`config.mk`:
```
export PLATFORM = sky130hd
export DESIGN_NAME = dcache_resp_ctrl
export DESIGN_NICKNAME = d
export VERILOG_FILES = /design/src/rtl/dcache_resp_ctrl_pkg.sv /design/src/rtl/dcache_resp_ctrl_lane_align.sv /design/src/rtl/dcache_resp_ctrl.sv
export SDC_FILE = /design/constraint.sdc
export NUM_CORES = 1
export LEC_CHECK = 0
export ABC_AREA = 0
export CORE_MARGIN = 8
export CORE_UTILIZATION = 41
export DETAILED_ROUTE_END_ITERATION = 12
export PLACE_DENSITY = 0.87
export SLEW_MARGIN = 10
export SYNTH_ARGS = -nofsm -noshare
export SYNTH_HDL_FRONTEND = slang
export SYNTH_SLANG_ARGS = --single-unit
```
`constraint.sdc`:
```
create_clock -name clk -period 2.4 [get_ports clk]
set_input_delay 0.72 -clock clk [delete_from_list [all_inputs] [get_ports clk]]
set_output_delay 0.72 -clock clk [all_outputs]
set_load 0.02 [all_outputs]
```
`src/rtl/dcache_resp_ctrl_pkg.sv`:
```
// ============================================================================
// Module   : dcache_resp_ctrl_pkg
// Brief    : Shared types and lane helpers for the MEM-stage data responder.
// Revision : 1.0
// ============================================================================
`default_nettype none

package dcache_resp_ctrl_pkg;

  typedef enum logic [1:0] {
    DC_IDLE = 2'd0,
    DC_REQ  = 2'd1,
    DC_WAIT = 2'd2,
    DC_RESP = 2'd3
  } dc_state_e;

  typedef enum logic [1:0] {
    SZ_B = 2'd0,
    SZ_H = 2'd1,
    SZ_W = 2'd2,
    SZ_D = 2'd3
  } mem_size_e;

  // Natural alignment: the offset must be a multiple of the access size.
  function automatic logic is_misaligned(input logic [2:0] off, input logic [1:0] size);
    case (mem_size_e'(size))
      SZ_B:    return 1'b0;
      SZ_H:    return off[0];
      SZ_W:    return |off[1:0];
      default: return |off;
    endcase
  endfunction

  function automatic logic [7:0] size_mask(input logic [1:0] size);
    case (mem_size_e'(size))
      SZ_B:    return 8'h01;
      SZ_H:    return 8'h03;
      SZ_W:    return 8'h0F;
      default: return 8'hFF;
    endcase
  endfunction

endpackage

`default_nettype wire

```
`src/rtl/dcache_resp_ctrl_lane_align.sv`:
```
// ============================================================================
// Module   : dmem_lane_align
// Brief    : Byte-lane steering between a right-aligned register and the 64-bit bus.
// Revision : 1.0
// ============================================================================
`default_nettype none

module dmem_lane_align
  import dcache_resp_ctrl_pkg::*;
(
  input  logic [2:0]  addr_lo,
  input  logic [1:0]  size,
  input  logic [63:0] wdata,
  input  logic [63:0] rdata,
  output logic        misalign,
  output logic [7:0]  wstrb,
  output logic [63:0] wdata_sh,
  output logic [63:0] rdata_sh
);

  logic [5:0] w_bit_off;

  assign w_bit_off = {addr_lo, 3'b000};
  assign misalign  = is_misaligned(addr_lo, size);
  assign wstrb     = size_mask(size) << addr_lo;
  assign wdata_sh  = wdata << w_bit_off;
  assign rdata_sh  = rdata >> w_bit_off;

endmodule

`default_nettype wire

```
`src/rtl/dcache_resp_ctrl.sv`:
```
// ============================================================================
// Module   : dcache_resp_ctrl
// Brief    : MEM-stage data responder; one outstanding bus transaction, stalls MEM.
// Revision : 1.0
// ============================================================================
`default_nettype none

module dcache_resp_ctrl
  import dcache_resp_ctrl_pkg::*;
#(
  parameter int ADDR_W      = 32,
  parameter int TIMEOUT_CYC = 255
) (
  input  logic              clk,
  input  logic              rst_n,
  input  logic              mem_req_i,
  input  logic              mem_we_i,
  input  logic [63:0]       mem_addr_i,
  input  logic [63:0]       mem_wdata_i,
  input  logic [2:0]        funct3_i,
  input  logic              stall_i,
  output logic              dcache_data_valid_o,
  output logic [63:0]       dcache_data_o,
  output logic              misalign_o,
  output logic              err_o,
  output logic              bus_req_o,
  output logic              bus_we_o,
  output logic [ADDR_W-1:0] bus_addr_o,
  output logic [63:0]       bus_wdata_o,
  output logic [7:0]        bus_wstrb_o,
  input  logic              bus_gnt_i,
  input  logic              bus_rvalid_i,
  input  logic [63:0]       bus_rdata_i,
  input  logic              bus_err_i
);

  localparam logic [7:0] c_TO_LAST = 8'(TIMEOUT_CYC - 1);

  dc_state_e   r_state;
  logic [7:0]  r_cnt;
  logic [2:0]  r_off;
  logic        r_we;
  logic [2:0]  w_off;
  logic        w_misalign;
  logic [7:0]  w_wstrb;
  logic [63:0] w_wdata_sh;
  logic [63:0] w_rdata_sh;
  logic        w_timeout;
  logic        w_unused_bits;

  assign w_off         = (r_state == DC_IDLE) ? mem_addr_i[2:0] : r_off;
  assign w_timeout     = (r_cnt >= c_TO_LAST);
  assign w_unused_bits = ^{mem_addr_i, funct3_i[2]};

  // Reset releases the pipeline immediately, even with a request still held in EX/MEM.
  assign dcache_data_valid_o = ~rst_n | (r_state == DC_RESP) |
                               ((r_state == DC_IDLE) & ~mem_req_i);

  dmem_lane_align u_lane_align (
    .addr_lo  (w_off),
    .size     (funct3_i[1:0]),
    .wdata    (mem_wdata_i),
    .rdata    (bus_rdata_i),
    .misalign (w_misalign),
    .wstrb    (w_wstrb),
    .wdata_sh (w_wdata_sh),
    .rdata_sh (w_rdata_sh)
  );

  always_ff @(posedge clk or negedge rst_n) begin
    if (!rst_n) begin
      r_state       <= DC_IDLE;
      r_cnt         <= '0;
      r_off         <= '0;
      r_we          <= 1'b0;
      dcache_data_o <= '0;
      misalign_o    <= 1'b0;
      err_o         <= 1'b0;
      bus_req_o     <= 1'b0;
      bus_we_o      <= 1'b0;
      bus_addr_o    <= '0;
      bus_wdata_o   <= '0;
      bus_wstrb_o   <= '0;
    end else begin
      case (r_state)
        DC_IDLE: begin
          r_cnt <= '0;
          if (mem_req_i && w_misalign) begin
            misalign_o    <= 1'b1;
            dcache_data_o <= '0;
            r_state       <= DC_RESP;
          end else if (mem_req_i) begin
            r_off       <= mem_addr_i[2:0];
            r_we        <= mem_we_i;
            bus_req_o   <= 1'b1;
            bus_we_o    <= mem_we_i;
            bus_addr_o  <= {mem_addr_i[ADDR_W-1:3], 3'b000};
            bus_wdata_o <= mem_we_i ? w_wdata_sh : 64'd0;
            bus_wstrb_o <= mem_we_i ? w_wstrb : 8'd0;
            r_state     <= DC_REQ;
          end
        end
        DC_REQ: begin
          r_cnt <= r_cnt + 8'd1;
          if (bus_gnt_i || w_timeout) begin
            bus_req_o   <= 1'b0;
            bus_we_o    <= 1'b0;
            bus_addr_o  <= '0;
            bus_wdata_o <= '0;
            bus_wstrb_o <= '0;
          end
          if (bus_gnt_i && bus_rvalid_i) begin
            dcache_data_o <= (r_we || bus_err_i) ? 64'd0 : w_rdata_sh;
            err_o         <= bus_err_i;
            r_state       <= DC_RESP;
          end else if (bus_gnt_i) begin
            r_state <= DC_WAIT;
          end else if (w_timeout) begin
            dcache_data_o <= '0;
            err_o         <= 1'b1;
            r_state       <= DC_RESP;
          end
        end
        DC_WAIT: begin
          r_cnt <= r_cnt + 8'd1;
          if (bus_rvalid_i) begin
            dcache_data_o <= (r_we || bus_err_i) ? 64'd0 : w_rdata_sh;
            err_o         <= bus_err_i;
            r_state       <= DC_RESP;
          end else if (w_timeout) begin
            dcache_data_o <= '0;
            err_o         <= 1'b1;
            r_state       <= DC_RESP;
          end
        end
        DC_RESP: begin
          r_cnt <= '0;
          if (!stall_i) begin
            dcache_data_o <= '0;
            misalign_o    <= 1'b0;
            err_o         <= 1'b0;
            r_state       <= DC_IDLE;
          end
        end
        default: r_state <= DC_IDLE;
      endcase
    end
  end

endmodule

`default_nettype wire

```
==> PnR_summary.wiki, run 1 <==
{| class="wikitable"
! Metric !! Value
|-
| Run status || complete, no violations
|-
| Placed cell areas || 15500 sq um
|-
| CP startpoint kind || input pin
|-
| Number of rows created at floorplan || 58
|-
| Leakage || 0.00740 uW
|-
| Final net count || 1735
|-
| Core area || 24900 sq um
|-
| Category of the worst setup path capture point || flip-flop
|-
| Routability congestion estimate || 1.00
|-
| Worst setup path start || funct3_i[1]
|-
| CP required || 2.72 ns
|-
| Maximum clock rate || 429 MHz
|-
| Clock tree root driver cell || clkbuf_16
|-
| Most common cell after layout, fill and taps aside || clkdlybuf4s50_1
|-
| CTS Buf Count || 17
|-
| Overall die area || 30300 sq um
|-
| Worst rel slew slack || 43.9%
|-
| Count of final hold-check violations || 0
|-
| Worst-margin pin slew || 0.842 ns
|-
| Number of detailed-route iterations in the first pass || 6
|-
| Period utilization || 97.1%
|-
| Number of synthesized flops with an enable pin || 0
|-
| Arr. time, crit path || 2.65 ns
|-
| Launch instance of the worst register-to-register path || r_state[0]
|-
| Kind of cell with the highest combined delay on the critical path || compound AO/OA/AOI/OAI gates
|-
| Final setup slack of the worst path || 0.0697 ns
|-
| Sequential element share of the synthesized area || 44.7%
|-
| Number of synthesized register bits || 183
|-
| Area added between synthesis and finish || 60.1%
|-
| Number of global-route vias before repair || 11500
|-
| Slowest library cell on the worst path || clkdlybuf4s50_1
|-
| Worst setup path endpoint || bus_wdata_o[48]
|-
| Fraction of registers with async set or reset after synthesis || 100%
|-
| Final hold slack || 0.381 ns
|-
| Average detailed-routed wire length per instance || 24.1 um
|-
| Maximum clock path buffer count || 2
|-
| Met2 routed wirelength || 22.1 mm
|-
| Detail Route met3 WL || 4.21 mm
|-
| Critical R2R Capture || dcache_data_o[8]
|-
| Worst path cell trace || clkdlybuf4s50_1, o21ai_2, o2111ai_2, buf_4, a22o_4, buf_12, a222oi_1, inv_1
|-
| Biggest fanout along the worst timing path || 37
|-
| First-iteration detailed-routing DRC count || 1053
|-
| Syn Inst Count || 1039
|-
| # IOs || 376
|-
| Total via count in the routed design || 11200
|-
| Fin Clk Skew || 0.0171 ns
|-
| Most used flip-flop cell after synthesis || dfrtp_1
|-
| TritonCTS sink count || 183
|-
| Stage delay of the slowest cell on the critical path || 0.47 ns
|-
| Slew Limit Fails || 0
|-
| Class of the most critical hold timing path || in2async
|-
| Synthesized area divided by synthesized cell count || 9.86 sq um
|-
| Effective utilization at floorplan || 41.2%
|-
| Proportion of layout cells with a drive suffix above 1 || 20.5%
|-
| Time the worst path needs with I/O delays and setup || 2.33 ns
|-
| Number of port buffers || 339
|-
| Maximum number of pins on one net before global-route repair || 120
|-
| Number of warnings printed during yosys synthesis || 0
|-
| Global-route total usage across every layer || 28.7%
|-
| Final number of setup-violating endpoints || 0
|-
| Global-route wire length before repair || 68.2 mm
|-
| Antenna violations before repair || 5
|-
| Remaining antenna violation count || 0
|-
| WP depth || 8
|-
| Most frequent cells in the layout || clkdlybuf4s50_1 (333), nand2_1 (240), dfrtp_1 (183), buf_4 (183), a22o_1 (56)
|-
| Critical path class || in2reg
|-
| Clock transition time at the flip-flop clock pins of the worst setup and hold paths || 0.08 ns
|-
| Floorplan die width || 174 um
|-
| WL final || 45.1 mm
|-
| Number of vias per cell || 5.97
|-
| Top metal layer carrying routed signals || met5
|-
| TritonCTS clock tree || yes
|-
| DIE HEIGHT || 174 um
|-
| DRC violation count after routing || 0
|-
| Worst-skew pair later-pin latency || 0.45 ns
|-
| Max-cap viol count || 0
|-
| Final Instance Area || 16400 sq um
|-
| Post-synthesis instance area || 10200 sq um
|-
| Number of cells after detailed placement || 1826
|-
| VDD IR max || 618 uV
|-
| Post-route insts no fill || 1870
|-
| FF-to-FF path depth || 10
|-
| Count of cell types in the netlist || 56
|-
| Post-Route M1 WL || 16.4 mm
|-
| Power per unit of standard cell area || 1300 nW/um^2
|-
| Setup slack of the worst register-to-register path || 0.07 ns
|-
| Setup slack at placement || -0.554 ns
|-
| Detailed placement HPWL || 34.3 mm
|-
| H-tree level count || 4
|-
| Buf+Inv Stages, Crit Path || 4
|-
| Residual overflow from global routing || 0
|}
registers in the layout (all words and copies together) (netlist names), 2 cells and up:
| register | count |
|---|---|
| bus_addr_o | 29 |
| bus_wdata_o | 64 |
| bus_wstrb_o | 8 |
| dcache_data_o | 64 |
| r_cnt | 8 |
| r_off | 3 |
| r_state | 2 |
report_power, final:
part	switching (uW)	internal (uW)	total [uW]
clock	1480	1630	3110
combinational	7130	6600	13700
sequential	585	3910	4490
worst reg2reg max path, cell delays in order (launching register included):
cell and delay [ns]:
dfrtp_1 0.38, inv_1 0.11, ha_4 0.22, mux2i_4 0.27
buf_12 0.15, buf_12 0.12, buf_4 0.15, mux4_2 0.52
nand2_1 0.10, o21a_1 0.13, o21ai_0 0.07
synthesized netlist by cell type, types with 5 or more instances:
master / count / area (sq um)
a2bb2oi_1: 10 / 87.6
inv_1: 26 / 97.6
a32o_1: 24 / 240
a32oi_1: 16 / 140
buf_2: 43 / 215
xnor2_1: 5 / 43.8
a21oi_1: 33 / 165
ha_1: 6 / 75.1
a31oi_1: 12 / 75.1
a221o_1: 8 / 80.1
dfrtp_1: 183 / 4580
and2_1: 7 / 43.8
o221ai_1: 9 / 78.8
a222oi_1: 16 / 160
buf_6: 6 / 67.6
o2bb2ai_1: 16 / 140
a211oi_1: 11 / 82.6
buf_4: 9 / 67.6
a22o_1: 57 / 499
mux2_2: 6 / 67.6
mux4_2: 24 / 541
nand3_1: 39 / 195
nand2_1: 241 / 905
o21ai_0: 50 / 250
o41ai_1: 9 / 78.8
nor2_1: 16 / 60.1
clkbuf_1: 25 / 93.8
mux2i_1: 58 / 581
and3_1: 11 / 68.8
o21a_1: 10 / 75.1
worst min path at each step:
| stage | startpoint | endpoint | slack (ns) | depth (start not counted) |
|---|---|---|---|---|
| after global routing | rst_n | bus_wdata_o[0] | 0.43 | 2 |
| after floorplan | rst_n | bus_addr_o[10] | 0.42 | 0 |
| final | rst_n | bus_wdata_o[0] | 0.38 | 2 |
| after detailed placement | dcache_data_o[44] | dcache_data_o[44] | 0.47 | 2 |
| after global placement | dcache_data_o[44] | dcache_data_o[44] | 0.46 | 2 |
| after CTS | rst_n | bus_wdata_o[0] | 0.43 | 2 |
kinds of logic after synthesis:
| family | Yosys count | share of synthesized area, % |
|---|---|---|
| muxes | 91 | 12.1 |
| AOI/OAI and AO/OA | 297 | 22.2 |
| xor gates and xnor gates | 6 | 0.513 |
| DFF | 183 | 44.7 |
| adders and majority gates | 6 | 0.733 |
| buffers and inverters | 113 | 5.43 |
| other | 1 | 0.0366 |
| and+or+nand+nor | 342 | 14.3 |
area by class of cell:
cell class / count / area (sq um)
clock buffers: 17 / 425
clock inverters: 15 / 229
well taps: 330 / 413
repair buffers: 553 / 5380
diodes: 1 / 2.50
inverters: 26 / 97.6
flip-flops and latches: 183 / 4580
multi-input cells: 745 / 5290
fillers: 1897 / 8480
per-stage QoR:
stage	util, %	power [uW]	setup TNS (ns)
after floorplan	-	11300	0
after global placement	62.2	17300	-45.53
after detailed placement	62.2	17600	-54.46
after CTS	65.0	20800	0
after global routing	65.9	22400	-0.0920
final	65.9	21300	0
repair_timing:
item,CTS,global route
resized for setup,9,28
cloned,0,1
pin swaps,0,6
hold buffers,0,0
setup endpoints to repair,106,45
endpoints found under the hold margin,0,0
buffers inserted,0,10
layer usage:
metal	global-route usage (%)	vias up
li1	-	4846
met1	32.1	5460
met2	49.2	689
met3	8.64	159
met4	13.9	6
met5	0	-
No activity file was read; power rests on OpenSTA's default activity.
==> run 2: changes to the inputs <==
- CORE_MARGIN: 8 -> default
==> PnR_summary.wiki, run 2 (same netlist as run 1, synthesis figures left out) <==
{| class="wikitable"
! Metric !! Value
|-
| Maximum clock path buffer count || 2 (unchanged)
|-
| CP startpoint kind || input pin
|-
| Run status || complete, but fails checks
|-
| Launch instance of the worst register-to-register path || r_state[0]
|-
| Final setup slack of the worst path || -0.0385 ns (-0.108 ns)
|-
| H-tree level count || 4 (unchanged)
|-
| Detailed placement HPWL || 31.4 mm (-8.5%)
|-
| Critical path class || in2reg
|-
| Global-route total usage across every layer || 32.8% (+4.1 points)
|-
| Worst rel slew slack || 45.3% (+1.4 points)
|-
| Global-route wire length before repair || 64.2 mm (-5.8%)
|-
| CP required || 2.72 ns (about the same)
|-
| Area added between synthesis and finish || 58.2%
|-
| Proportion of layout cells with a drive suffix above 1 || 19.5% (-0.95 points)
|-
| TritonCTS clock tree || yes
|-
| Effective utilization at floorplan || 42.0% (+0.84 points)
|-
| Stage delay of the slowest cell on the critical path || 0.55 ns (+0.08 ns)
|-
| Biggest registers after layout || bus_wdata_o (64), dcache_data_o (64), bus_addr_o (29)
|-
| Maximum clock rate || 410 MHz (-4.4%)
|-
| Worst setup path start || mem_addr_i[2]
|-
| Count of final hold-check violations || 0 (unchanged)
|-
| Clock transition time at the flip-flop clock pins of the worst setup and hold paths || 0.08 ns (about the same)
|-
| Class of the most critical hold timing path || in2async
|-
| Slew Limit Fails || 0 (unchanged)
|-
| WL final || 42.4 mm (-6.0%)
|-
| Post-route insts no fill || 1833 (-2.0%)
|-
| Number of detailed-route iterations in the first pass || 9 (+3)
|-
| VDD IR max || 701 uV (+13%)
|-
| Average detailed-routed wire length per instance || 23.1 um (-4.1%)
|-
| WP depth || 8 (unchanged)
|-
| Total via count in the routed design || 11000 (-1.2%)
|-
| Most frequent cells in the layout || clkdlybuf4s50_1 (334), nand2_1 (239), dfrtp_1 (183)
|-
| Number of cells after detailed placement || 1785 (-2.2%)
|-
| Most common cell after layout, fill and taps aside || clkdlybuf4s50_1
|-
| Remaining antenna violation count || 0 (unchanged)
|-
| Core area || 24400 sq um (-2.0%)
|-
| First-iteration detailed-routing DRC count || 1269 (+21%)
|-
| Worst-skew pair later-pin latency || 0.44 ns (about the same)
|-
| DIE HEIGHT || 160 um (-8.0%)
|-
| CTS Buf Count || 17 (unchanged)
|-
| Buf+Inv Stages, Crit Path || 3 (-1)
|-
| Power per unit of standard cell area || 1280 nW/um^2 (-1.2%)
|-
| Setup TNS || -0.0660 ns (-0.0660 ns)
|-
| Leakage || 0.00720 uW (-2.6%)
|-
| Worst-margin pin slew || 0.821 ns (-0.0210 ns)
|-
| Residual overflow from global routing || 0 (unchanged)
|-
| Final hold slack || 0.419 ns (+0.0380 ns)
|-
| Setup slack at placement || -0.648 ns (-0.0943 ns)
|-
| Arr. time, crit path || 2.76 ns (+0.11 ns)
|-
| Unrepaired setup endpoints after global routing || true
|-
| Number of vias per cell || 6.02 (+0.82%)
|-
| Max-cap viol count || 0 (unchanged)
|-
| Biggest fanout along the worst timing path || 28 (-24%)
|-
| Worst path cell trace || clkdlybuf4s50_1, buf_4, mux2_2, buf_12, mux2i_4, o2bb2ai_1, a211oi_2, o21ai_1
|-
| TritonCTS sink count || 183 (unchanged)
|-
| Category of the worst setup path capture point || flip-flop
|-
| Placed cell areas || 15200 sq um (-2.0%)
|-
| Slowest library cell on the worst path || clkdlybuf4s50_1
|-
| Period utilization || 102% (+4.5 points)
|-
| Number of global-route vias before repair || 11200 (-3.4%)
|-
| Number of port buffers || 339 (unchanged)
|-
| Clock tree root driver cell || clkbuf_16
|-
| Final Instance Area || 16200 sq um (-1.2%)
|-
| Number of rows created at floorplan || 57 (-1.7%)
|-
| Overall die area || 25600 sq um (-15%)
|-
| Number of filler cells placed in the layout || 1886 (-0.58%)
|-
| Final net count || 1702 (-1.9%)
|-
| Kind of cell with the highest combined delay on the critical path || buffers and inverters
|-
| Failing checks || negative setup slack
|-
| Final number of setup-violating endpoints || 2 (+2)
|-
| Maximum number of pins on one net before global-route repair || 139 (+16%)
|-
| Time the worst path needs with I/O delays and setup || 2.44 ns (+0.108 ns)
|-
| Routability congestion estimate || 1.04 (+3.4%)
|-
| Antenna violations before repair || 4 (-1)
|-
| # IOs || 376 (unchanged)
|-
| FF-to-FF path depth || 8 (-2)
|-
| Fin Clk Skew || 0.0119 ns (-0.00526 ns)
|-
| Floorplan die width || 160 um (-8.0%)
|-
| DRC violation count after routing || 0 (unchanged)
|}
==> run 2: changes by cell type in the layout (fill, tap and decap cells not counted), sizes merged <==
cell,previous run,this run
buf,214,180
diode,1,3
dlymetal6s2s,4,2
bufbuf,0,1
bufinv,2,1
clkdlybuf4s50,333,334
dlygate4sd2,0,1
inv,31,32
==> run 2: worst paths after layout <==
path                       slack, ns                end
setup / recovery               -0.04  dcache_data_o[16]
hold / removal                  0.42         misalign_o
hold reg to reg                 0.48   dcache_data_o[0]
max in group asynchronous       1.33    bus_wdata_o[62]
min in group clk                0.48   dcache_data_o[0]
setup reg to reg               -0.03    bus_wdata_o[61]
==> run 2: stage by stage <==
| stage | utilization (%) | total power (uW) |
|---|---|---|
| after global placement | 62.2 | 16700 |
| final | 66.4 | 20800 |
| after detailed placement | 62.2 | 17000 |
| after CTS | 65.4 | 20300 |
| after floorplan | - | 11300 |
| after global routing | 66.4 | 21800 |
==> run 2: power by group <==
| group | switching (uW) | total [uW] | internal [uW] | leakage [uW] |
|---|---|---|---|---|
| Combinational | 7040 | 13400 | 6360 | 0.00440 |
| Sequential | 563 | 4470 | 3910 | 0.00250 |
| Clock | 1440 | 2950 | 1510 | 0.000302 |
| Total | 9040 | 20800 | 11800 | 0.00720 |
==> run 2: metal layers <==
metal / routed length, um / global-route usage, %
met5: 31 / 0
met4: 2160 / 16.5
met3: 3940 / 8.60
met2: 21200 / 56.8
met1: 15000 / 37.3
==> run 2: worst reg2reg max path, delay by kind of cell, from the launching register on <==
kind                       cells  cell delay (ns)
AOI/OAI and AO/OA              1             0.36
adders and majority gates      1             0.17
buffers and inverters          4             0.48
DFF                            1             0.40
muxes                          2             0.90
==> run 2: final cells by class <==
class	instances	area (sq um)	area share [%]
Clock inverter	15	200	1.24
Tap cell	324	405	2.50
Inverter	26	97.6	0.602
Clock buffer	17	425	2.62
Sequential cell	183	4580	28.3
Timing Repair Buffer	520	5120	31.6
Antenna cell	3	7.51	0.0463
Multi-Input combinational cell	745	5380	33.2
==> run 2: repair_timing <==
action | CTS | global route
resized for setup | 25 | 35
setup endpoints to repair | 97 | 62
gates cloned | 1 | 1
hold buffers | 0 | 0
setup buffers | 3 | 8
pin swaps | 4 | 7
==> run 3: changes to the inputs <==
- clock period: 2.4 -> 2 ns (I/O delays scaled with it)
==> PnR_summary.wiki, run 3 (same netlist as run 1, synthesis figures left out) <==
{| class="wikitable"
! Metric !! Value
|-
| Effective utilization at floorplan || 42.0% (unchanged)
|-
| Fin Clk Skew || 0.0218 ns (+0.00997 ns)
|-
| Average detailed-routed wire length per instance || 29.2 um (+26%)
|-
| Clock transition time at the flip-flop clock pins of the worst setup and hold paths || 0.08 ns (about the same)
|-
| Remaining antenna violation count || 0 (unchanged)
|-
| Detailed placement HPWL || 31.7 mm (+1.0%)
|-
| CTS hold repair buffers || 0 (unchanged)
|-
| Proportion of layout cells with a drive suffix above 1 || 34.0% (+14 points)
|-
| Post-route insts no fill || 1962 (+7.0%)
|-
| CP required || 2.30 ns (-0.42 ns)
|-
| Fraction of met1 tracks used by global routing || 43.9% (+6.6 points)
|-
| Core area || 24400 sq um (unchanged)
|-
| Global-route layer with the greatest usage || met2
|-
| Power per unit of standard cell area || 1680 nW/um^2 (+31%)
|-
| Most common cell after layout, fill and taps aside || nand2_1
|-
| Worst-margin pin slew || 0.657 ns (-0.163 ns)
|-
| Worst-skew pair later-pin latency || 0.45 ns (about the same)
|-
| Time the worst path needs with I/O delays and setup || 2.59 ns
|-
| Number of cells after detailed placement || 1829 (+2.5%)
|-
| Routability congestion estimate || 0.971 (-6.4%)
|-
| Global-route total usage across every layer || 38.8% (+5.9 points)
|-
| DRC violation count after routing || 0 (unchanged)
|-
| DIE HEIGHT || 160 um (unchanged)
|-
| CP startpoint kind || flip-flop
|-
| Worst rel slew slack || 56.2% (+11 points)
|-
| Final setup slack of the worst path || -0.589 ns (-0.550 ns)
|-
| H-tree level count || 4 (unchanged)
|-
| Global-route wire length before repair || 75.3 mm (+17%)
|-
| Failing checks || negative setup slack
|-
| First-iteration detailed-routing DRC count || 1942 (+53%)
|-
| Biggest fanout along the worst timing path || 7 (-75%)
|-
| Setup slack at placement || -0.716 ns (-0.0676 ns)
|-
| Met2 Use GR || 65.3% (+8.4 points)
|-
| Maximum clock rate || 386 MHz
|-
| Overall die area || 25600 sq um (unchanged)
|-
| Number of detailed-route iterations in the first pass || 9 (unchanged)
|-
| Number of vias per cell || 6.67 (+11%)
|-
| Final net count || 1833 (+7.7%)
|-
| Slew Limit Fails || 0 (unchanged)
|-
| Arr. time, crit path || 2.89 ns (+0.13 ns)
|-
| Leakage || 0.00924 uW (+28%)
|-
| Run status || complete, but fails checks
|-
| Count of final hold-check violations || 0 (unchanged)
|-
| TritonCTS sink count || 183 (unchanged)
|-
| Number of filler cells placed in the layout || 1442 (-24%)
|-
| Floorplan die width || 160 um (unchanged)
|-
| Final number of setup-violating endpoints || 169 (+167)
|-
| Maximum number of pins on one net before global-route repair || 100 (-28%)
|-
| Total via count in the routed design || 13100 (+19%)
|-
| Antenna violations before repair || 4 (unchanged)
|-
| Fraction of met3 tracks used by global routing || 10.8% (+2.2 points)
|-
| WL final || 57.2 mm (+35%)
|-
| Number of port buffers || 339 (unchanged)
|-
| Category of the worst setup path capture point || flip-flop
|-
| Unrepaired setup endpoints after global routing || true
|-
| Clock tree root driver cell || clkbuf_16
|-
| Critical path class || reg2reg
|-
| FF-to-FF path depth || 9 (+1)
|-
| CTS Buf Count || 17 (unchanged)
|-
| Number of global-route vias before repair || 12500 (+12%)
|-
| TritonCTS clock tree || yes
|-
| # IOs || 376 (unchanged)
|-
| Area added between synthesis and finish || 83.7%
|-
| VDD IR max || 954 uV (+36%)
|-
| Max-cap viol count || 0 (unchanged)
|-
| Number of rows created at floorplan || 57 (unchanged)
|-
| Period utilization || 129%
|-
| Residual overflow from global routing || 0 (unchanged)
|-
| Biggest registers after layout || bus_wdata_o (64), dcache_data_o (64), bus_addr_o (29)
|-
| Most frequent cells in the layout || nand2_1 (218), dfrtp_1 (183), buf_4 (172)
|-
| Class of the most critical hold timing path || in2async
|-
| Maximum clock path buffer count || 2 (unchanged)
|}
[run 3: cell count changes in the layout (fill, tap and decap cells not counted), sizes merged, moves of 2 or more]
cell           change
clkdlybuf4s50    -170
buf              +118
or2                +2
dlygate4sd2      +162
diode              -2
dlymetal6s2s       +8
clkbuf             +9
[run 3: cell type report]
| type | count | area, sq um | share of cell area (%) |
|---|---|---|---|
| repair buffers | 647 | 6690 | 35.6 |
| well taps | 324 | 405 | 2.15 |
| diodes | 1 | 2.50 | 0.0133 |
| inverters | 26 | 97.6 | 0.518 |
| clock inverters | 14 | 156 | 0.831 |
| multi-input cells | 749 | 6460 | 34.3 |
| clock buffers | 18 | 429 | 2.28 |
| flip-flops and latches | 183 | 4580 | 24.3 |
[run 3: path summary, 6_finish.rpt]
check / start / to / slack, ns
setup reg to reg: r_state[0] / bus_wdata_o[49] / -0.59
setup / recovery: r_state[0] / bus_wdata_o[49] / -0.59
min in group clk: dcache_data_o[44] / dcache_data_o[44] / 0.49
max in group asynchronous: rst_n / dcache_data_o[9] / 0.69
hold / removal: rst_n / dcache_data_o[44] / 0.26
hold reg to reg: dcache_data_o[44] / dcache_data_o[44] / 0.49
[run 3: stage by stage]
| stage | hold slack, ns | setup TNS [ns] | instance area (sq um) | total power (uW) | util [%] |
|---|---|---|---|---|---|
| floorplan | 0.304 | -11.80 | 10400 | 14000 | - |
| global placement | 0.460 | -91.70 | 15600 | 20700 | 64.0 |
| detailed placement | 0.464 | -101.64 | 15600 | 21100 | 64.0 |
| CTS | 0.271 | -19.72 | 17600 | 27400 | 72.2 |
| global route | 0.280 | -59.29 | 18800 | 32300 | 77.2 |
| finish | 0.258 | -55.78 | 18800 | 31600 | 77.2 |
[run 3: routing by layer]
layer  part of all wire [%]  up-vias
met5                   0.13        -
met4                    8.9        8
met3                     13      442
met2                     47     1312
met1                     32     6253
li1                       -     5074
[run 3: power breakdown]
part           switching (uW)  total (uW)  internal, uW
sequential                729        5420          4690
combinational           11900       22700         10800
clock                    1770        3450          1680
total                   14400       31600         17200
[run 3: timing repair]
action                                  4_1_cts  5_1_grt
pin swaps                                    82       66
setup buffers                                48       43
resized for setup                           394      157
cloned                                       13       14
endpoints found under the hold margin         0        0
endpoints found under the setup margin      326      180
[run 3: worst max-delay path: stages, from the launching register on]
cell and delay [ns]:
dfrtp_1 0.42, inv_2 0.11, ha_4 0.23, buf_6 0.14, mux2_4 0.41, buf_12 0.19
buf_8 0.13, mux4_2 0.32, a222oi_1 0.36, inv_1 0.13
